### config.mk
export PLATFORM = sky130hd
export DESIGN_NAME = wm8731_adc_receiver
export DESIGN_NICKNAME = d
export VERILOG_FILES = /design/src/rtl/wm8731_adc_receiver.sv
export SDC_FILE = /design/constraint.sdc
export NUM_CORES = 1
export LEC_CHECK = 0
export ABC_AREA = 0
export ABC_CLOCK_PERIOD_IN_PS = 2700
export BUFFER_PORTS_ARGS = -buffer_cell sky130_fd_sc_hd__buf_2
export CORE_ASPECT_RATIO = 0.75
export CORE_MARGIN = 2
export CORE_UTILIZATION = 45
export DETAILED_ROUTE_END_ITERATION = 12
export SYNTH_ARGS = -nofsm -noshare
export SYNTH_HDL_FRONTEND = slang
export SYNTH_SLANG_ARGS = --single-unit
export TNS_END_PERCENT = 30
### constraint.sdc
create_clock -name clk -period 2.7 [get_ports clk]
set_input_delay 0.135 -clock clk [delete_from_list [all_inputs] [get_ports clk]]
set_output_delay 0.135 -clock clk [all_outputs]
set_load 0.005 [all_outputs]
### src/rtl/wm8731_adc_receiver.sv
// WM8731 ADC capture path: I2S master clocks (BCLK/ADCLRC), 16-bit L/R deserialiser, valid/ready output.
// Optional WM8731_ADC_MONO_EN adds mono_dat = (L+R)>>>1, loaded together with the pair.
`timescale 1ns/1ps
module wm8731_adc_receiver #(
  parameter int BCLK_DIV    = 4,
  parameter int SLOT_BITS   = 32,
  parameter int SAMPLE_BITS = 16
) (
  input  logic                   clk,
  input  logic                   reset_n,
  input  logic                   enable,
  input  logic                   adc_dat,
  output logic                   bclk,
  output logic                   adc_lr_ck,
  output logic [SAMPLE_BITS-1:0] left_dat,
  output logic [SAMPLE_BITS-1:0] right_dat,
  output logic                   sample_valid,
  input  logic                   sample_ready,
  output logic                   overrun
`ifdef WM8731_ADC_MONO_EN
  ,
  output logic [SAMPLE_BITS-1:0] mono_dat
`endif
);

  localparam int DIV_W = $clog2(BCLK_DIV);
  localparam int BIT_W = $clog2(2 * SLOT_BITS);

  logic                   dat_s1_q, dat_s1_d;
  logic                   dat_s2_q, dat_s2_d;
  logic [DIV_W-1:0]       div_cnt_q, div_cnt_d;
  logic                   bclk_q, bclk_d;
  logic [BIT_W-1:0]       bit_cnt_q, bit_cnt_d;
  logic                   lr_q, lr_d;
  logic [SAMPLE_BITS-1:0] shl_q, shl_d;
  logic [SAMPLE_BITS-1:0] shr_q, shr_d;
  logic                   done_q, done_d;
  logic [SAMPLE_BITS-1:0] left_q, left_d;
  logic [SAMPLE_BITS-1:0] right_q, right_d;
  logic                   valid_q, valid_d;
  logic                   ovr_q, ovr_d;

  logic                   wrap;
  logic                   rise;
  logic                   fall;
  logic                   in_right;
  logic [BIT_W-1:0]       slot_k;
  logic                   capture;

  always_comb begin
    dat_s1_d  = adc_dat;
    dat_s2_d  = dat_s1_q;
    div_cnt_d = div_cnt_q;
    bclk_d    = bclk_q;
    bit_cnt_d = bit_cnt_q;
    lr_d      = lr_q;
    shl_d     = shl_q;
    shr_d     = shr_q;
    done_d    = 1'b0;
    left_d    = left_q;
    right_d   = right_q;
    valid_d   = valid_q;
    ovr_d     = ovr_q;

    wrap     = (div_cnt_q == DIV_W'(BCLK_DIV - 1));
    rise     = wrap & ~bclk_q;
    fall     = wrap & bclk_q;
    in_right = (bit_cnt_q >= BIT_W'(SLOT_BITS));
    slot_k   = in_right ? (bit_cnt_q - BIT_W'(SLOT_BITS)) : bit_cnt_q;
    capture  = rise && (slot_k >= BIT_W'(1)) && (slot_k <= BIT_W'(SAMPLE_BITS));

    if (enable) begin
      div_cnt_d = wrap ? '0 : div_cnt_q + DIV_W'(1);
      if (wrap) bclk_d = ~bclk_q;
      if (fall) begin
        bit_cnt_d = (bit_cnt_q == BIT_W'(2 * SLOT_BITS - 1)) ? '0 : bit_cnt_q + BIT_W'(1);
        lr_d      = (bit_cnt_d >= BIT_W'(SLOT_BITS));
      end
      // MSB arrives at slot bit 1 (one BCLK after ADCLRC edge, I2S alignment)
      if (capture) begin
        if (in_right) shr_d = {shr_q[SAMPLE_BITS-2:0], dat_s2_q};
        else          shl_d = {shl_q[SAMPLE_BITS-2:0], dat_s2_q};
      end
      done_d = rise && in_right && (slot_k == BIT_W'(SAMPLE_BITS));
    end else begin
      div_cnt_d = '0;
      bclk_d    = 1'b0;
      bit_cnt_d = '0;
      lr_d      = 1'b0;
      shl_d     = '0;
      shr_d     = '0;
      ovr_d     = 1'b0;
    end

    // Output pair register: a fresh pair always wins over an acceptance in the same cycle
    if (done_q) begin
      left_d  = shl_q;
      right_d = shr_q;
      valid_d = 1'b1;
      if (valid_q && !sample_ready && enable) ovr_d = 1'b1;
    end else if (valid_q && sample_ready) begin
      valid_d = 1'b0;
    end
  end

  always_ff @(posedge clk or negedge reset_n) begin
    if (!reset_n) begin
      dat_s1_q  <= 1'b0;
      dat_s2_q  <= 1'b0;
      div_cnt_q <= '0;
      bclk_q    <= 1'b0;
      bit_cnt_q <= '0;
      lr_q      <= 1'b0;
      shl_q     <= '0;
      shr_q     <= '0;
      done_q    <= 1'b0;
      left_q    <= '0;
      right_q   <= '0;
      valid_q   <= 1'b0;
      ovr_q     <= 1'b0;
    end else begin
      dat_s1_q  <= dat_s1_d;
      dat_s2_q  <= dat_s2_d;
      div_cnt_q <= div_cnt_d;
      bclk_q    <= bclk_d;
      bit_cnt_q <= bit_cnt_d;
      lr_q      <= lr_d;
      shl_q     <= shl_d;
      shr_q     <= shr_d;
      done_q    <= done_d;
      left_q    <= left_d;
      right_q   <= right_d;
      valid_q   <= valid_d;
      ovr_q     <= ovr_d;
    end
  end

  assign bclk         = bclk_q;
  assign adc_lr_ck    = lr_q;
  assign left_dat     = left_q;
  assign right_dat    = right_q;
  assign sample_valid = valid_q;
  assign overrun      = ovr_q;

`ifdef WM8731_ADC_MONO_EN
  logic [SAMPLE_BITS:0]   mono_sum;
  logic [SAMPLE_BITS-1:0] mono_q, mono_d;

  // One extra bit keeps the sign of the sum before the arithmetic halving
  always_comb begin
    mono_sum = {shl_q[SAMPLE_BITS-1], shl_q} + {shr_q[SAMPLE_BITS-1], shr_q};
    mono_d   = mono_q;
    if (done_q) mono_d = SAMPLE_BITS'(mono_sum >> 1);
  end

  always_ff @(posedge clk or negedge reset_n) begin
    if (!reset_n) mono_q <= '0;
    else          mono_q <= mono_d;
  end

  assign mono_dat = mono_q;
`endif

endmodule
==> flow_summary.toml, run 1 <==
[outcome]
status = "complete, no violations"

[detailed_routing]
wirelength_um = 5460
vias = 1938
drc_errors = 0
first_pass_iters = 4
detail_route.wl_per_cell_um = 13.9
drtIter0Drc = 73
viasPerCell = 4.93
postRouteAntennaNets = 0

[sta]
rsz0062_at_grt = "false"
fmax_ghz = 0.481
fin_crit_sh_pct = 77.0
slew_headroom_pct = 34.5
setup_viol = 0
timing_max_transition_violations_final = 0
tns_ns = 0
tightest_slew_ns = 0.982
fin_skew_ns = 0.00606
period_needed_ns = 2.08
hold_viol_final = 0
layout_setup_ws_ns = 0.622

[clock_tree]
clock_sinks = 79
cts-hold-fix-buffers = 2
clk_pin_slew_worst_paths_ns = 0.08
clk_latency_ns = 0.34
cts_resized = 0
cts_made_buffers = 9
post_cts_buffers = 0
cts_root_buf = "clkbuf_8"
cts.path.max_buffers = 2
cts_tree = "yes"
cts_htree_levels = 3

[cells_and_area]
final_layout_size_suffix_gt1_share_pct = 31.9
multi_input_area_um2 = 1190
syn_to_final_growth_pct = 15.4
mostFrequentLayoutCells = "dfrtp_1 (79), nand2_1 (42), buf_2 (39), mux2_2 (32), mux2i_1 (32)"
seqCellArea_um2 = 1980
finish.utilization_pct = 54.4
fillCellCount = 617
diodes = 0
layout.nets = 300
final_area_um2 = 3770
layout_commonest_cell = "dfrtp_1"

[logic_synthesis]
yosys.area_share.simple_pct = 8.77
synthCells = 247
ys_ff_latch = 79
netlist_area_um2 = 3270
syn-num-nets = 257
synth_fa_ha_area_share_pct = 1.91
synth_area_per_cell_um2 = 13.2
synth_compound_area_share_pct = 4.40
yosys.area.top_type = "dfrtp_1"
synth.area.top_cells = "dfrtp_1 (60%), mux2_2 (11%), mux2i_1 (9.8%)"
synth_top_family_by_area = "multiplexers"
synth-xor-area-share_pct = 0.536
synth_top_cell_area_share_pct = 60.5
synth_cell_types = 36
yosysSeqAreaShare_pct = 60.5
synth.area.mux_share_pct = 20.8
yosysWarningCount = 0

[global_route]
first_global_vias = 1907
grt_pass1_wl_um = 9470
antenna_found_initial = 0
grt.overflow.total = 0
grt_max_degree = 80
track_usage_pct = 15.6

[hold_path]
hold_path.class = "in2reg"
min_path_cells = 3
min_from = "sample_ready"

[placement]
post-place-ws_ns = 0.626
io_buffers = 40
placed_cell_area_um2 = 3540
gp_congestion = 0.723
dp_hpwl_um = 3440

[worst_setup_path]
crit_chain = "inv_1, ha_1, or4b_4, a32oi_4, buf_4, mux2i_1"
critical_path_buf_inv_count = 2
cp-end-kind = "register"
crit_required_ns = 2.97
reg2reg_depth = 6
crit_slowest_cell = "or4b_4"
crit_arrival_ns = 2.34
worst-path-stages = 6
slowest_delay_ns = 0.52
crit-reg2reg-launch = "bit_cnt_q[1]$_DFFE_PN0P_"
worst-path-max-fanout = 16
cp-start-kind = "register"
critical_path.top_delay_family = "simple AND/OR/NAND/NOR gates"
startpoint = "bit_cnt_q[1]$_DFFE_PN0P_"
crit_type = "reg2reg"

[floorplanning]
die_area_um2 = 7970
die_y_um = 77.8
rows = 26
io_pins = 41
start_util_pct = 47.2
core_um2 = 6930
die_x_um = 102

[power_and_ir_drop]
vdd_drop_max_mv = 0.312
power-per-cell-area_nw_per_um2 = 581
cellLeakagePower_nw = 2.06

[job]
maxCapViolations = 0
==> layer usage <==
metal / GRT usage [%] / vias to the layer above / share of wire [%]
li1: - / 950 / -
met1: 23.2 / 944 / 53
met5: 0 / - / 0
met2: 20.9 / 34 / 41
met4: 5.60 / 0 / 1.6
met3: 5.50 / 10 / 3.9
==> path summary, 6_finish.rpt <==
path / end / slack [ns]
worst max-delay path: shr_q[5]$_DFFE_PN0P_ / 0.62
worst min-delay path: sample_valid$_DFFE_PN0P_ / 0.08
worst max register to register: shr_q[5]$_DFFE_PN0P_ / 0.62
worst min register to register: dat_s2_q$_DFF_PN0_ / 0.36
max in group asynchronous: overrun$_DFF_PN0_ / 1.57
min in group asynchronous: adc_lr_ck$_DFFE_PN0P_ / 0.47
==> flip-flops by register name, summed over array words and instances (netlist names) <==
| register | cells |
|---|---|
| adc_lr_ck | 1 |
| bclk | 1 |
| bit_cnt_q | 6 |
| dat_s1_q | 1 |
| dat_s2_q | 1 |
| div_cnt_q | 2 |
| done_q | 1 |
| left_dat | 16 |
| overrun | 1 |
| right_dat | 16 |
| sample_valid | 1 |
| shl_q | 16 |
| shr_q | 16 |
==> tightest hold or removal path: stages <==
cell and delay, ns:
buf_2 0.09, inv_1 0.06, a21o_1 0.10
==> layout make-up <==
cell class / instances / share of cell area (%)
Sequential cell: 79 / 52.4
Multi-Input combinational cell: 150 / 31.6
Timing Repair Buffer: 46 / 6.70
Clock buffer: 11 / 3.48
Tap cell: 98 / 3.25
Clock inverter: 5 / 2.16
Inverter: 4 / 0.398
==> metrics by stage <==
step	total power (W)	cells	hold slack [ns]
after floorplan	0.00124	247	-0.161
after global placement	0.00127	375	0.244
after detailed placement	0.00127	375	0.247
after CTS	0.00222	393	0.0647
after global routing	0.00228	393	0.0833
final	0.00219	393	0.0808
==> kinds of logic (layout without fill, tap and decap cells) <==
logic type	Yosys count	after routing
flops	79	79
mux	64	64
simple gates	62	62
buf+inv	18	66
compound gates	17	17
fa+ha+maj	5	5
xor+xnor	2	2
==> power breakdown <==
part / total, W / switching [W] / internal, W
Combinational: 0.0000558 / 0.0000418 / 0.0000141
Sequential: 0.00119 / 0.00000553 / 0.00119
Clock: 0.000940 / 0.000417 / 0.000523
Total: 0.00219 / 0.000465 / 0.00173
==> cell usage after synthesis <==
library cell,number
dfrtp_1,79
nand2_1,42
mux2_2,32
mux2i_1,32
clkbuf_1,7
a21oi_1,5
ha_1,5
nor2_1,5
buf_1,3
inv_1,3
nand3_1,3
a31oi_1,2
and2_1,2
buf_6,2
nor3_1,2
o211ai_1,2
o21ai_0,2
a21o_1,1
a22oi_4,1
a311oi_1,1
a32oi_4,1
a41oi_1,1
and4b_4,1
buf_12,1
buf_2,1
clkinv_1,1
nand4_1,1
nor2b_1,1
nor4b_1,1
nor4bb_1,1
o31ai_1,1
or3_1,1
or4_1,1
or4b_4,1
xnor2_1,1
xor2_1,1
(Power assumes the default switching activity.)
==> run 2, diff against run 1 <==
Settings changed: ABC_AREA 0 to 1, ABC_CLOCK_PERIOD_IN_PS 2700 to 1720, PLACE_DENSITY set to 0.67.
Clock period 2.7 ns to 1.72 ns, I/O delays scaled along.
==> flow_summary.toml, run 2 <==
[sta]
fmax_ghz = 0.646
tns_ns = 0
tightest_slew_ns = 0.355
fin_skew_ns = 0.00932
setup_viol = 0
fin_crit_sh_pct = 90.0
hold_viol_final = 0
layout_setup_ws_ns = 0.172
timing_max_transition_violations_final = 0
period_needed_ns = 1.55
slew_headroom_pct = 76.3
rsz0062_at_grt = "false"
hold_slack_ns = 0.0738

[placement]
gp_congestion = 0.827
dp_hpwl_um = 4060
post-place-ws_ns = 0.117
io_buffers = 40
place_inst = 525

[power_and_ir_drop]
power-per-cell-area_nw_per_um2 = 894
vdd_drop_max_mv = 0.418
cellLeakagePower_nw = 2.40

[worst_setup_path]
worst-path-max-fanout = 16
crit_chain = "inv_1, ha_1, nand2_1, nand2_2, nand3_4, nor2_4, nand2_1, nand2_1"
crit_required_ns = 2.01
crit_arrival_ns = 1.84
cp_common_cell = "nand2_1"
cp-end-kind = "register"
crit_slowest_cell = "dfrtp_1"
slowest_delay_ns = 0.41
critical_path_buf_inv_count = 1
crit_type = "reg2reg"
critical_path.top_delay_family = "simple AND/OR/NAND/NOR gates"
cp-start-kind = "register"

[detailed_routing]
viasPerCell = 4.60
detail_route.wl_per_cell_um = 11.4
drtIter0Drc = 124
vias = 2502
drc_errors = 0
postRouteAntennaNets = 0
first_pass_iters = 4
wirelength_um = 6180

[global_route]
track_usage_pct = 16.8
grt_pass1_wl_um = 10800
first_global_vias = 2282
grt.overflow.total = 0
grt_max_degree = 59
antenna_found_initial = 0

[floorplanning]
io_pins = 41
start_util_pct = 46.0
die_x_um = 104
core_um2 = 7260
rows = 27
die_y_um = 78.6
die_area_um2 = 8140

[logic_synthesis]
synth_top_cell_area_share_pct = 59.2
synth-main-ff-cell = "dfrtp_1"
synth.area.top_cells = "dfrtp_1 (59%), nand2_1 (22%), nand3_1 (5.1%)"
synth_cell_types = 24
yosysMostFrequentCell = "nand2_1"
async_flop_share_pct = 100
synthTopCellsByCount = "nand2_1 (197), dfrtp_1 (79), nand3_1 (34)"
synthCells = 394
ys_ff_latch = 79
yosysSeqAreaShare_pct = 59.2
yosys.area.top_type = "dfrtp_1"
synth_area_per_cell_um2 = 8.48
yosysWarningCount = 0
syn-num-nets = 404
synth_edf_count = 0
netlist_area_um2 = 3340

[clock_tree]
clk_pin_slew_worst_paths_ns = 0.08
cts_made_buffers = 9
cts.path.max_buffers = 2
cts_root_buf = "clkbuf_8"
cts_tree = "yes"
cts_htree_levels = 3
clk_latency_ns = 0.36
post_cts_buffers = 0
clock_sinks = 79

[cells_and_area]
diodes = 0
syn_to_final_growth_pct = 17.9
layout_commonest_cell = "nand2_1"
mostFrequentLayoutCells = "nand2_1 (197), dfrtp_1 (79), buf_2 (39), nand3_1 (34), inv_1 (29)"
stdcell_count = 544
layout.nets = 448
final_layout_size_suffix_gt1_share_pct = 16.3

[outcome]
status = "complete, no violations"

[job]
maxCapViolations = 0

[hold_path]
hold_path.class = "in2reg"
[run 2: repair_timing]
action	4_1_cts	5_1_grt
hold endpoints to repair	81	0
hold buffers	3	0
gates resized for setup	0	3
setup endpoints to repair	0	16
[run 2: report_power, final]
part | leakage, nW | switching (W) | total (W) | internal [W]
clock network | 0.109 | 0.000678 | 0.00154 | 0.000863
registers | 1.10 | 0.00000589 | 0.00187 | 0.00187
logic | 1.19 | 0.0000778 | 0.000107 | 0.0000294
total | 2.40 | 0.000761 | 0.00352 | 0.00276
[run 2: cell families after synthesis]
family,count (synthesis),share of synthesized area (%)
and+or+nand+nor,251,31.0
DFF,79,59.2
buffers and inverters,48,6.14
AOI/OAI and AO/OA,11,1.80
adders and majority gates,5,1.87
[run 2: per-stage QoR]
step | utilization [%] | total power (W) | cell area [um^2]
after floorplan | - | 0.00195 | 3340
after global placement | 50.4 | 0.00201 | 3660
after detailed placement | 50.4 | 0.00201 | 3660
after CTS | 54.0 | 0.00357 | 3920
after global routing | 54.2 | 0.00367 | 3940
final | 54.2 | 0.00352 | 3940
[run 2: worst paths after layout]
path                       cells after the start                       to  slack, ns                      from
max reg2reg                                    8     shr_q[9]$_DFFE_PN0P_       0.17  bit_cnt_q[0]$_DFFE_PN0P_
min                                            3   div_cnt_q[1]$_DFF_PN0_       0.07                    enable
max                                            8     shr_q[9]$_DFFE_PN0P_       0.17  bit_cnt_q[0]$_DFFE_PN0P_
min in group asynchronous                      2  left_dat[7]$_DFFE_PN0P_       0.15                   reset_n
min reg2reg                                    0       dat_s2_q$_DFF_PN0_       0.36        dat_s1_q$_DFF_PN0_
max in group asynchronous                      3     shr_q[5]$_DFFE_PN0P_       0.98                   reset_n
[run 2: final cells by class]
class / count / area (um^2)
Tap cell: 101 / 126
Inverter: 31 / 121
Clock buffer: 10 / 138
Multi-Input combinational cell: 267 / 1170
Timing Repair Buffer: 50 / 310
Clock inverter: 6 / 92.6
Sequential cell: 79 / 1980
Fill cell: 679 / 3320
[run 2: per-layer routing]
| layer | vias up | part of all wire, % | wire [um] | GRT usage [%] |
|---|---|---|---|---|
| met5 | - | 0 | 0 | 0 |
| met4 | 0 | 0.91 | 56 | 4.86 |
| met3 | 8 | 5.1 | 317 | 5.90 |
| met2 | 56 | 45 | 2750 | 25.6 |
| met1 | 1144 | 49 | 3060 | 23.0 |
| li1 | 1294 | - | - | - |
[run 2: worst reg2reg max path, stage by stage, from the launching register on]
cell and delay (ns):
dfrtp_1 0.41, inv_1 0.12, ha_1 0.15, nand2_1 0.07, nand2_2 0.12, nand3_4 0.12
nor2_4 0.32, nand2_1 0.11, nand2_1 0.09
==> run 3, diff against run 2 <==
Settings changed: CELL_PAD_IN_SITES_DETAIL_PLACEMENT set to 1, CELL_PAD_IN_SITES_GLOBAL_PLACEMENT set to 1, CORE_ASPECT_RATIO 0.75 to 0.6, CORE_UTILIZATION 45 to 39, PLACE_DENSITY 0.67 to unset, PLACE_DENSITY_LB_ADDON set to 0.1.
==> flow_summary.toml, run 3 (synthesis gave the netlist of run 2 again) <==
[detailed_routing]
wirelength_um = 7730
drc_errors = 0
vias = 2600
postRouteAntennaNets = 0
viasPerCell = 4.67
first_pass_iters = 4
detail_route.wl_per_cell_um = 13.9
drtIter0Drc = 100

[clock_tree]
cts_made_buffers = 9
clk_pin_slew_worst_paths_ns = 0.06
cts_htree_levels = 3
cts_tree = "yes"
cts_root_buf = "clkbuf_16"
cts.path.max_buffers = 2
clk_latency_ns = 0.33
clock_sinks = 79
post_cts_buffers = 0

[worst_setup_path]
crit_chain = "inv_1, ha_1, nand2_1, nand2_2, nand3_4, inv_6, nand2_8, nand2_1, nand2_1"
worst-path-max-fanout = 16
crit_slowest_cell = "dfrtp_1"
crit_type = "reg2reg"
crit_required_ns = 1.94
cp_common_cell = "nand2_1"
cp-start-kind = "register"
r2r_slack_ns = 0.17
cp-end-kind = "register"
critical_path_buf_inv_count = 2
crit_arrival_ns = 1.77
slowest_delay_ns = 0.41
r2r_end = "shr_q[2]$_DFFE_PN0P_"
reg2reg_depth = 9
critical_path.top_delay_family = "simple AND/OR/NAND/NOR gates"
crit-reg2reg-launch = "bit_cnt_q[0]$_DFFE_PN0P_"

[cells_and_area]
fillCellCount = 1024
mostFrequentLayoutCells = "nand2_1 (197), dfrtp_1 (79), buf_2 (39), nand3_1 (34), inv_1 (29)"
final_area_um2 = 4050
layout.nets = 450
syn_to_final_growth_pct = 21.3
final_layout_size_suffix_gt1_share_pct = 16.9
diodes = 0
layout_commonest_cell = "nand2_1"

[sta]
rsz0062_at_grt = "false"
hold_viol_final = 0
period_needed_ns = 1.55
timing_max_transition_violations_final = 0
tns_ns = 0
fin_crit_sh_pct = 90.2
setup_viol = 0
slew_headroom_pct = 69.7
fin_skew_ns = 0.00398
fmax_ghz = 0.645
tightest_slew_ns = 0.452

[global_route]
track_usage_pct = 18.6
grt_pass1_wl_um = 13100
first_global_vias = 2642
grt.overflow.total = 0
grt_max_degree = 33
antenna_found_initial = 0

[power_and_ir_drop]
p_clk_share_pct = 51.0
switching_share_pct = 20.9
p_switching_w = 0.000845
power-per-cell-area_nw_per_um2 = 999
vdd_drop_max_mv = 0.482
share_seq_of_total_power_pct = 46.3
cellLeakagePower_nw = 2.44
internal_power_w = 0.00320
p_comb_share_pct = 2.7

[floorplanning]
rows = 26
die_x_um = 124
io_pins = 41
core_um2 = 8430
die_area_um2 = 9350
die_y_um = 75.7
start_util_pct = 39.7

[placement]
dp_hpwl_um = 5280
io_buffers = 40
gp_congestion = 0.780
placed_cell_area_um2 = 3700

[hold_path]
min_from = "sample_ready"
worstHoldEndpoint = "sample_valid$_DFFE_PN0P_"
min_path_cells = 4
hold_path.class = "in2reg"

[job]
maxCapViolations = 0

[outcome]
status = "complete, no violations"
run 3: cell types whose count changed in the layout (fill, tap and decap cells not counted), moves of 2 or more:
cell	delta
clkinvlp_4	-2
clkinv_2	+3
clkbuf_16	+9
buf_4	+3
clkbuf_8	-9
run 3: worst max-delay path by stage:
stage,from,endpoint,slack (ns),depth (start not counted)
5_1_grt,bit_cnt_q[0]$_DFFE_PN0P_,shr_q[6]$_DFFE_PN0P_,0.02,9
3_5_place_dp,bit_cnt_q[0]$_DFFE_PN0P_,shr_q[3]$_DFFE_PN0P_,0.09,9
6_report,bit_cnt_q[0]$_DFFE_PN0P_,shr_q[2]$_DFFE_PN0P_,0.17,9
2_1_floorplan,bit_cnt_q[0]$_DFFE_PN0P_,shr_q[10]$_DFFE_PN0P_,0.34,10
3_3_place_gp,bit_cnt_q[0]$_DFFE_PN0P_,shr_q[10]$_DFFE_PN0P_,0.19,9
4_1_cts,bit_cnt_q[0]$_DFFE_PN0P_,shr_q[2]$_DFFE_PN0P_,0.07,9
run 3: tightest hold or removal path, delay by kind of cell:
kind / cells / cell delay, ns
and+or+nand+nor: 2 / 0.13
buffers and inverters: 2 / 0.11
run 3: final cells by class:
type	count	area (um^2)	share of cell area, %
sequential	79	1980	48.8
clock inverter	6	83.8	2.07
inverter	31	121	2.99
timing repair buffer	52	323	7.97
clock buffer	10	239	5.90
multi-input combinational	267	1170	28.8
tap	112	140	3.46
run 3: layer usage:
metal  wire (um)  global-route usage [%]
met1        3880                    25.8
met2        3430                    28.5
met3         317                    5.61
met4          95                    5.68
met5           0                       0
run 3: power groups by stage:
stage          sequential, W  combinational [W]  clock (W)
2_1_floorplan        0.00191          0.0000416          0
3_3_place_gp         0.00191           0.000109          0
3_5_place_dp         0.00191           0.000111          0
4_1_cts              0.00187           0.000114    0.00211
5_1_grt              0.00187           0.000128    0.00218
6_report             0.00187           0.000110    0.00206
run 3: stage by stage:
step	worst slack, ns	utilization (%)	instances	power, W	hold WS (ns)
final	0.169	48.1	557	0.00405	0.0355
after floorplan	0.339	-	394	0.00195	-0.210
after global placement	0.189	43.9	539	0.00202	0.0345
after global routing	0.0154	48.1	557	0.00418	0.0653
after CTS	0.0737	48.0	557	0.00410	0.0337
after detailed placement	0.0882	43.9	539	0.00202	0.0355
run 3: what timing repair did:
action / in CTS / in global routing
hold endpoints to repair: 26 / 0
hold buffers: 2 / 0
setup endpoints to repair: 0 / 16
resized for setup: 0 / 2
